--- config.mk ---
export PLATFORM = sky130hd
export DESIGN_NAME = regs_mp
export DESIGN_NICKNAME = d
export VERILOG_FILES = /design/src/rtl/regs_mp_pkg.sv /design/src/rtl/regs_mp_wr_arb.sv /design/src/rtl/regs_mp.sv
export SDC_FILE = /design/constraint.sdc
export NUM_CORES = 1
export LEC_CHECK = 0
export ABC_AREA = 1
export CORE_MARGIN = 4
export CORE_UTILIZATION = 55
export CTS_CLUSTER_DIAMETER = 200
export CTS_CLUSTER_SIZE = 8
export DETAILED_ROUTE_END_ITERATION = 8
export PLACE_DENSITY_LB_ADDON = 0.1
export SLEW_MARGIN = 0
export SYNTH_ARGS = -nofsm -noshare
export SYNTH_HDL_FRONTEND = slang
export SYNTH_SLANG_ARGS = --single-unit
--- constraint.sdc ---
create_clock -name clock -period 2.3 [get_ports clock]
set_input_delay 0.46 -clock clock [delete_from_list [all_inputs] [get_ports clock]]
set_output_delay 0.46 -clock clock [all_outputs]
set_load 0.02 [all_outputs]
--- src/rtl/regs_mp_pkg.sv ---
// Shared definitions for the regs_mp register file: default widths,
// NZCV flag bit positions and the selector range check.
package regs_mp_pkg;

  localparam int unsigned DEF_DATA_W   = 32;
  localparam int unsigned DEF_NUM_REGS = 15;
  localparam int unsigned DEF_SEL_W    = 4;
  localparam int unsigned DEF_NUM_RD   = 2;
  localparam int unsigned DEF_NUM_WR   = 2;
  localparam int unsigned DEF_FLAG_W   = 4;

  localparam int unsigned FLAG_N = 3;
  localparam int unsigned FLAG_Z = 2;
  localparam int unsigned FLAG_C = 1;
  localparam int unsigned FLAG_V = 0;

  // True when a selector addresses an implemented architectural register
  function automatic logic sel_in_range(input int unsigned sel, input int unsigned num_regs);
    return (sel < num_regs);
  endfunction

endpackage

--- src/rtl/regs_mp_wr_arb.sv ---
// Write-port arbiter: folds NUM_WR write requests into one write enable and
// one data word per register; the highest-index port wins on a collision.
module regs_mp_wr_arb
  import regs_mp_pkg::*;
#(
  parameter int unsigned DATA_W   = DEF_DATA_W,
  parameter int unsigned NUM_REGS = DEF_NUM_REGS,
  parameter int unsigned SEL_W    = DEF_SEL_W,
  parameter int unsigned NUM_WR   = DEF_NUM_WR
) (
  input  logic                             i_enable,
  input  logic [NUM_WR-1:0]                i_wr_en,
  input  logic [NUM_WR-1:0][SEL_W-1:0]     i_wr_sel,
  input  logic [NUM_WR-1:0][DATA_W-1:0]    i_wr_data,
  output logic [NUM_REGS-1:0]              o_we_c,
  output logic [NUM_REGS-1:0][DATA_W-1:0]  o_wdata_c
);

  // Ascending port scan so a later (higher-index) port overrides earlier ones
  always_comb begin
    o_we_c    = '0;
    o_wdata_c = '0;
    for (int k = 0; k < int'(NUM_WR); k++) begin
      if (i_enable && i_wr_en[k] && sel_in_range(32'(i_wr_sel[k]), NUM_REGS)) begin
        for (int r = 0; r < int'(NUM_REGS); r++) begin
          if (i_wr_sel[k] == SEL_W'(r)) begin
            o_we_c[r]    = 1'b1;
            o_wdata_c[r] = i_wr_data[k];
          end
        end
      end
    end
  end

endmodule

--- src/rtl/regs_mp.sv ---
// regs_mp: multi-port architectural register file (r0..r14) with NZCV flag
// register and a pending-write reservation scoreboard. Reads are registered.
// Optional feature: define REGS_MP_BYPASS_EN to forward same-cycle writes,
// reservations and flag updates into the registered read outputs.
module regs_mp
  import regs_mp_pkg::*;
#(
  parameter int unsigned DATA_W   = DEF_DATA_W,
  parameter int unsigned NUM_REGS = DEF_NUM_REGS,
  parameter int unsigned SEL_W    = DEF_SEL_W,
  parameter int unsigned NUM_RD   = DEF_NUM_RD,
  parameter int unsigned NUM_WR   = DEF_NUM_WR,
  parameter int unsigned FLAG_W   = DEF_FLAG_W
) (
  input  logic                           clock,
  input  logic                           not_reset,
  input  logic                           not_enable,
  input  logic [NUM_WR-1:0]              wr_en,
  input  logic [NUM_WR-1:0][SEL_W-1:0]   wr_sel,
  input  logic [NUM_WR-1:0][DATA_W-1:0]  wr_data,
  input  logic [NUM_RD-1:0][SEL_W-1:0]   rd_sel,
  output logic [NUM_RD-1:0][DATA_W-1:0]  rd_data,
  output logic [NUM_RD-1:0]              rd_busy,
  input  logic [FLAG_W-1:0]              in_flags,
  input  logic [FLAG_W-1:0]              flags_we,
  output logic [FLAG_W-1:0]              out_flags,
  input  logic                           rsv_en,
  input  logic [SEL_W-1:0]               rsv_sel,
  output logic [NUM_REGS-1:0]            pending
);

  logic [NUM_REGS-1:0][DATA_W-1:0] r_regs;
  logic [NUM_REGS-1:0]             r_pending;
  logic [FLAG_W-1:0]               r_flags;
  logic [NUM_RD-1:0][DATA_W-1:0]   r_rd_data;
  logic [NUM_RD-1:0]               r_rd_busy;
  logic [FLAG_W-1:0]               r_out_flags;

  logic [NUM_REGS-1:0]             w_we;
  logic [NUM_REGS-1:0][DATA_W-1:0] w_wdata;
  logic [NUM_REGS-1:0][DATA_W-1:0] w_regs_nxt;
  logic [NUM_REGS-1:0]             w_pending_nxt;
  logic [FLAG_W-1:0]               w_flags_nxt;
  logic                            w_rsv_ok;
  logic [NUM_REGS-1:0][DATA_W-1:0] w_rd_src;
  logic [NUM_REGS-1:0]             w_busy_src;
  logic [FLAG_W-1:0]               w_flags_src;
  logic [NUM_RD-1:0][DATA_W-1:0]   w_rd_data;
  logic [NUM_RD-1:0]               w_rd_busy;

  regs_mp_wr_arb #(
    .DATA_W   (DATA_W),
    .NUM_REGS (NUM_REGS),
    .SEL_W    (SEL_W),
    .NUM_WR   (NUM_WR)
  ) u_wr_arb (
    .i_enable  (!not_enable),
    .i_wr_en   (wr_en),
    .i_wr_sel  (wr_sel),
    .i_wr_data (wr_data),
    .o_we_c    (w_we),
    .o_wdata_c (w_wdata)
  );

  assign w_rsv_ok = rsv_en && !not_enable && sel_in_range(32'(rsv_sel), NUM_REGS);

  // Next register/pending state; a reservation beats a same-cycle write clear
  always_comb begin
    w_regs_nxt    = r_regs;
    w_pending_nxt = r_pending;
    for (int r = 0; r < int'(NUM_REGS); r++) begin
      if (w_we[r]) begin
        w_regs_nxt[r]    = w_wdata[r];
        w_pending_nxt[r] = 1'b0;
      end
      if (w_rsv_ok && (rsv_sel == SEL_W'(r))) begin
        w_pending_nxt[r] = 1'b1;
      end
    end
  end

  // Per-bit masked flag update, frozen by not_enable
  assign w_flags_nxt = not_enable ? r_flags
                                  : ((r_flags & ~flags_we) | (in_flags & flags_we));

`ifdef REGS_MP_BYPASS_EN
  assign w_rd_src    = w_regs_nxt;
  assign w_busy_src  = w_pending_nxt;
  assign w_flags_src = w_flags_nxt;
`else
  assign w_rd_src    = r_regs;
  assign w_busy_src  = r_pending;
  assign w_flags_src = r_flags;
`endif

  // Read mux; selectors beyond the last register match nothing and read 0
  always_comb begin
    w_rd_data = '0;
    w_rd_busy = '0;
    for (int i = 0; i < int'(NUM_RD); i++) begin
      for (int r = 0; r < int'(NUM_REGS); r++) begin
        if (rd_sel[i] == SEL_W'(r)) begin
          w_rd_data[i] = w_rd_src[r];
          w_rd_busy[i] = w_busy_src[r];
        end
      end
    end
  end

  // All state and registered outputs, cleared asynchronously on reset
  always_ff @(posedge clock or negedge not_reset) begin
    if (!not_reset) begin
      r_regs      <= '0;
      r_pending   <= '0;
      r_flags     <= '0;
      r_rd_data   <= '0;
      r_rd_busy   <= '0;
      r_out_flags <= '0;
    end else begin
      r_regs      <= w_regs_nxt;
      r_pending   <= w_pending_nxt;
      r_flags     <= w_flags_nxt;
      r_rd_data   <= w_rd_data;
      r_rd_busy   <= w_rd_busy;
      r_out_flags <= w_flags_src;
    end
  end

  assign rd_data   = r_rd_data;
  assign rd_busy   = r_rd_busy;
  assign out_flags = r_out_flags;
  assign pending   = r_pending;

endmodule

==> results by group <==
Timing
  • Final period util: 98.9%
  • Hold slack final: 359 ps
  • Unrepaired setup endpoints after global routing: no
  • Max-slew headroom: 50.4%
  • Worst slew pin tran: about 740 ps
  • Setup-failing EPs final: 0
  • Number of hold violations in the final report: 0
  • Fin. max-slew vios: 0
  • Highest clock rate: 440 MHz
  • Clock Skews: 19.1 ps
  • Tmin final: 2270 ps

Placed design
  • Detailed Place HPWL: between 100000 and 150000 um
  • Placed inst area: 38400 um^2
  • Routability Congestion: between 1 and 1.5
  • Port buffer count: 182

Pwr
  • PD cells: 813 nW/um^2
  • Peak VDD IR: 0.667 mV
  • P_leak: about 18 nW

Logic synthesis
  • EDFF count, synth: 0
  • Leading area contributor after synthesis: dfrtp_1
  • Post-synthesis sequential area ratio: between 40% and 50%
  • YS warnings: 0
  • Mapped Area: about 32000 um^2
  • Commonest cells post-synth: nand2_1, dfrtp_1, nor2_1
  • Syn_nets: ~4600
  • Predominant post-synthesis flop cell: dfrtp_1
  • Top cell type's share of synthesized area: 43.9%
  • Mean Syn Cell Area: 7.14 um^2
  • Synth Register Bits: 569
  • Synth unique cells: 34
  • Top post-synthesis cells by area: dfrtp_1, nand2_1, nand3_1, nor2_1, o21ai_0
  • Synthesized instance count: 4542
  • Count leader, synth: nand2_1
  • Asr flop ratio synth: 100%

Drt
  • DRT Pass-1 Iters: 6
  • Antenna Nets Post-Route: 0
  • Drt drc: 0
  • Wire per inst: 24.8 um
  • Drt via density: 6.39
  • Initial DRC Count: 4506
  • WL final: 141000 um
  • DR vias: 36200

Worst setup path
  • Reg2reg setup slack: 520 ps
  • Crit-path max FO: 4
  • Worst Path Required: ~1800 ps
  • CP Depth: 1
  • Crit-path cells: clkdlybuf4s50_1
  • Crit path arrival time: 1810 ps
  • Worst setup SP type: flop
  • Crit-path slowest cell: clkdlybuf4s50_1
  • Crit path kind: flop to output pin
  • Delay-heaviest family, CP: buffers and inverters
  • CP Capture Type: output pin
  • Worst Reg-to-Reg Cells: 10
  • Crit path largest cell delay: 670 ps
  • Bufs and invs on worst path: 1

CTS
  • Later-pin clock latency in the skew report: 640 ps
  • CTS tree: done
  • Clock transition at path regs: 50 ps
  • Clk buf depth: 3
  • Clock sink count: 569
  • Post-CTS sizing: 0
  • H-tree depth: 3
  • Number of CTS-inserted buffers: 81
  • Root Driver: clkbuf_16

Outcome
  • Status: completed

Cells and area
  • Layout cell share with drive strength beyond 1: 12.5%
  • Cell area after layout: ~41000 um^2
  • Area grow syn2layout: 25.1%
  • Nets: 4996

Global route
  • Vias in the first global route: 35400
  • Total global routing overflow: 0
  • Pin count of the biggest net entering global routing: 82
  • Total Routing Usage GR: 43.8%
  • Initial antenna violation count: 2
  • Global-route wire length before repair: 210000 um

Floorplan
  • Die width: 251 um
  • Row count: 88
  • Vert. Die Dim: between 200 and 300 um
  • Starting Density: 55.9%
  • Ports: between 150 and 200
  • DIE AREA: about 63000 um^2
  • Core area: 58000 um^2

Min path
  • Min-delay worst type: primary input to asynchronous set/reset pin

Flow run
  • Max-cap viol count: 0
stage by stage:
stage,TNS [ps],total power [W],setup slack (ps),utilization (%),instances
2_1_floorplan,0,0.0184,457,-,4542
3_3_place_gp,-61540,0.0218,-418,66.2,5579
3_5_place_dp,-78130,0.0221,-437,66.2,5579
4_1_cts,0,0.0328,53.9,69.9,5668
5_1_grt,0,0.0343,22.5,69.9,5668
6_report,0,0.0330,26.2,69.9,5670
path summary, 6_finish.rpt:
check                                start            to
worst max-delay path            pending[6]    pending[6]
worst min-delay path             not_reset    r_regs[81]
worst max register to register  r_regs[20]   rd_data[20]
worst min register to register        flop  out_flags[3]
max in group asynchronous        not_reset    r_regs[32]
min in group clock                    flop  out_flags[3]
where the power goes:
group | internal [W] | switching [W]
sequential | 0.0127 | 0.00196
clock | 0.00638 | 0.00443
combinational | 0.00302 | 0.00448
logic make-up after synthesis:
logic type | synth area share [%]
buffers and inverters | 8.84
AND/OR/NAND/NOR | 29.6
AO/OA/AOI/OAI | 17.6
flip-flops | 43.9
metal layers:
metal  wire (um)  track usage, %
met4       16700            41.2
met3       13000            6.47
met5           0               0
met1       47300            51.6
met2       63600            68.9
cell usage in the layout, fill, tap and decap left out, types with 28 or more instances in the layout:
master | synthesis | routed
nand4_1 | 176 | 176
o21ai_1 | 101 | 100
a31oi_1 | 30 | 30
o21ai_0 | 349 | 349
nand3_1 | 491 | 490
a21oi_1 | 313 | 313
clkdlybuf4s50_1 | 0 | 181
dfrtp_1 | 569 | 569
o221ai_1 | 90 | 90
a22oi_1 | 28 | 28
nor2_1 | 546 | 517
inv_1 | 346 | 346
o211ai_1 | 42 | 42
nand2_1 | 995 | 994
buf_4 | 7 | 347
clkbuf_16 | 0 | 84
buf_12 | 0 | 95
final cells by class:
type                            instances  area [um^2]
Antenna cell                            2         5.00
Sequential cell                       569        14200
Inverter                              376         1410
Timing Repair Buffer                  625         6340
Multi-Input combinational cell       3245        15500
Clock inverter                          3         33.8
Clock buffer                           85         2110
Tap cell                              765          957
Fill cell                            4967        17500
state kept, by name, summed over array words and instances, names as in the netlist, named ones only:
| signal | flops |
|---|---|
| rd_busy | 2 |
| pending | 15 |
| rd_data | 64 |
| out_flags | 4 |
| r_regs | 480 |
repair_timing:
action	in CTS	in global routing
hold buffers	1	0
setup buffers	0	0
hold endpoints to repair	26	0
No activity file was read; power rests on OpenSTA's default activity.
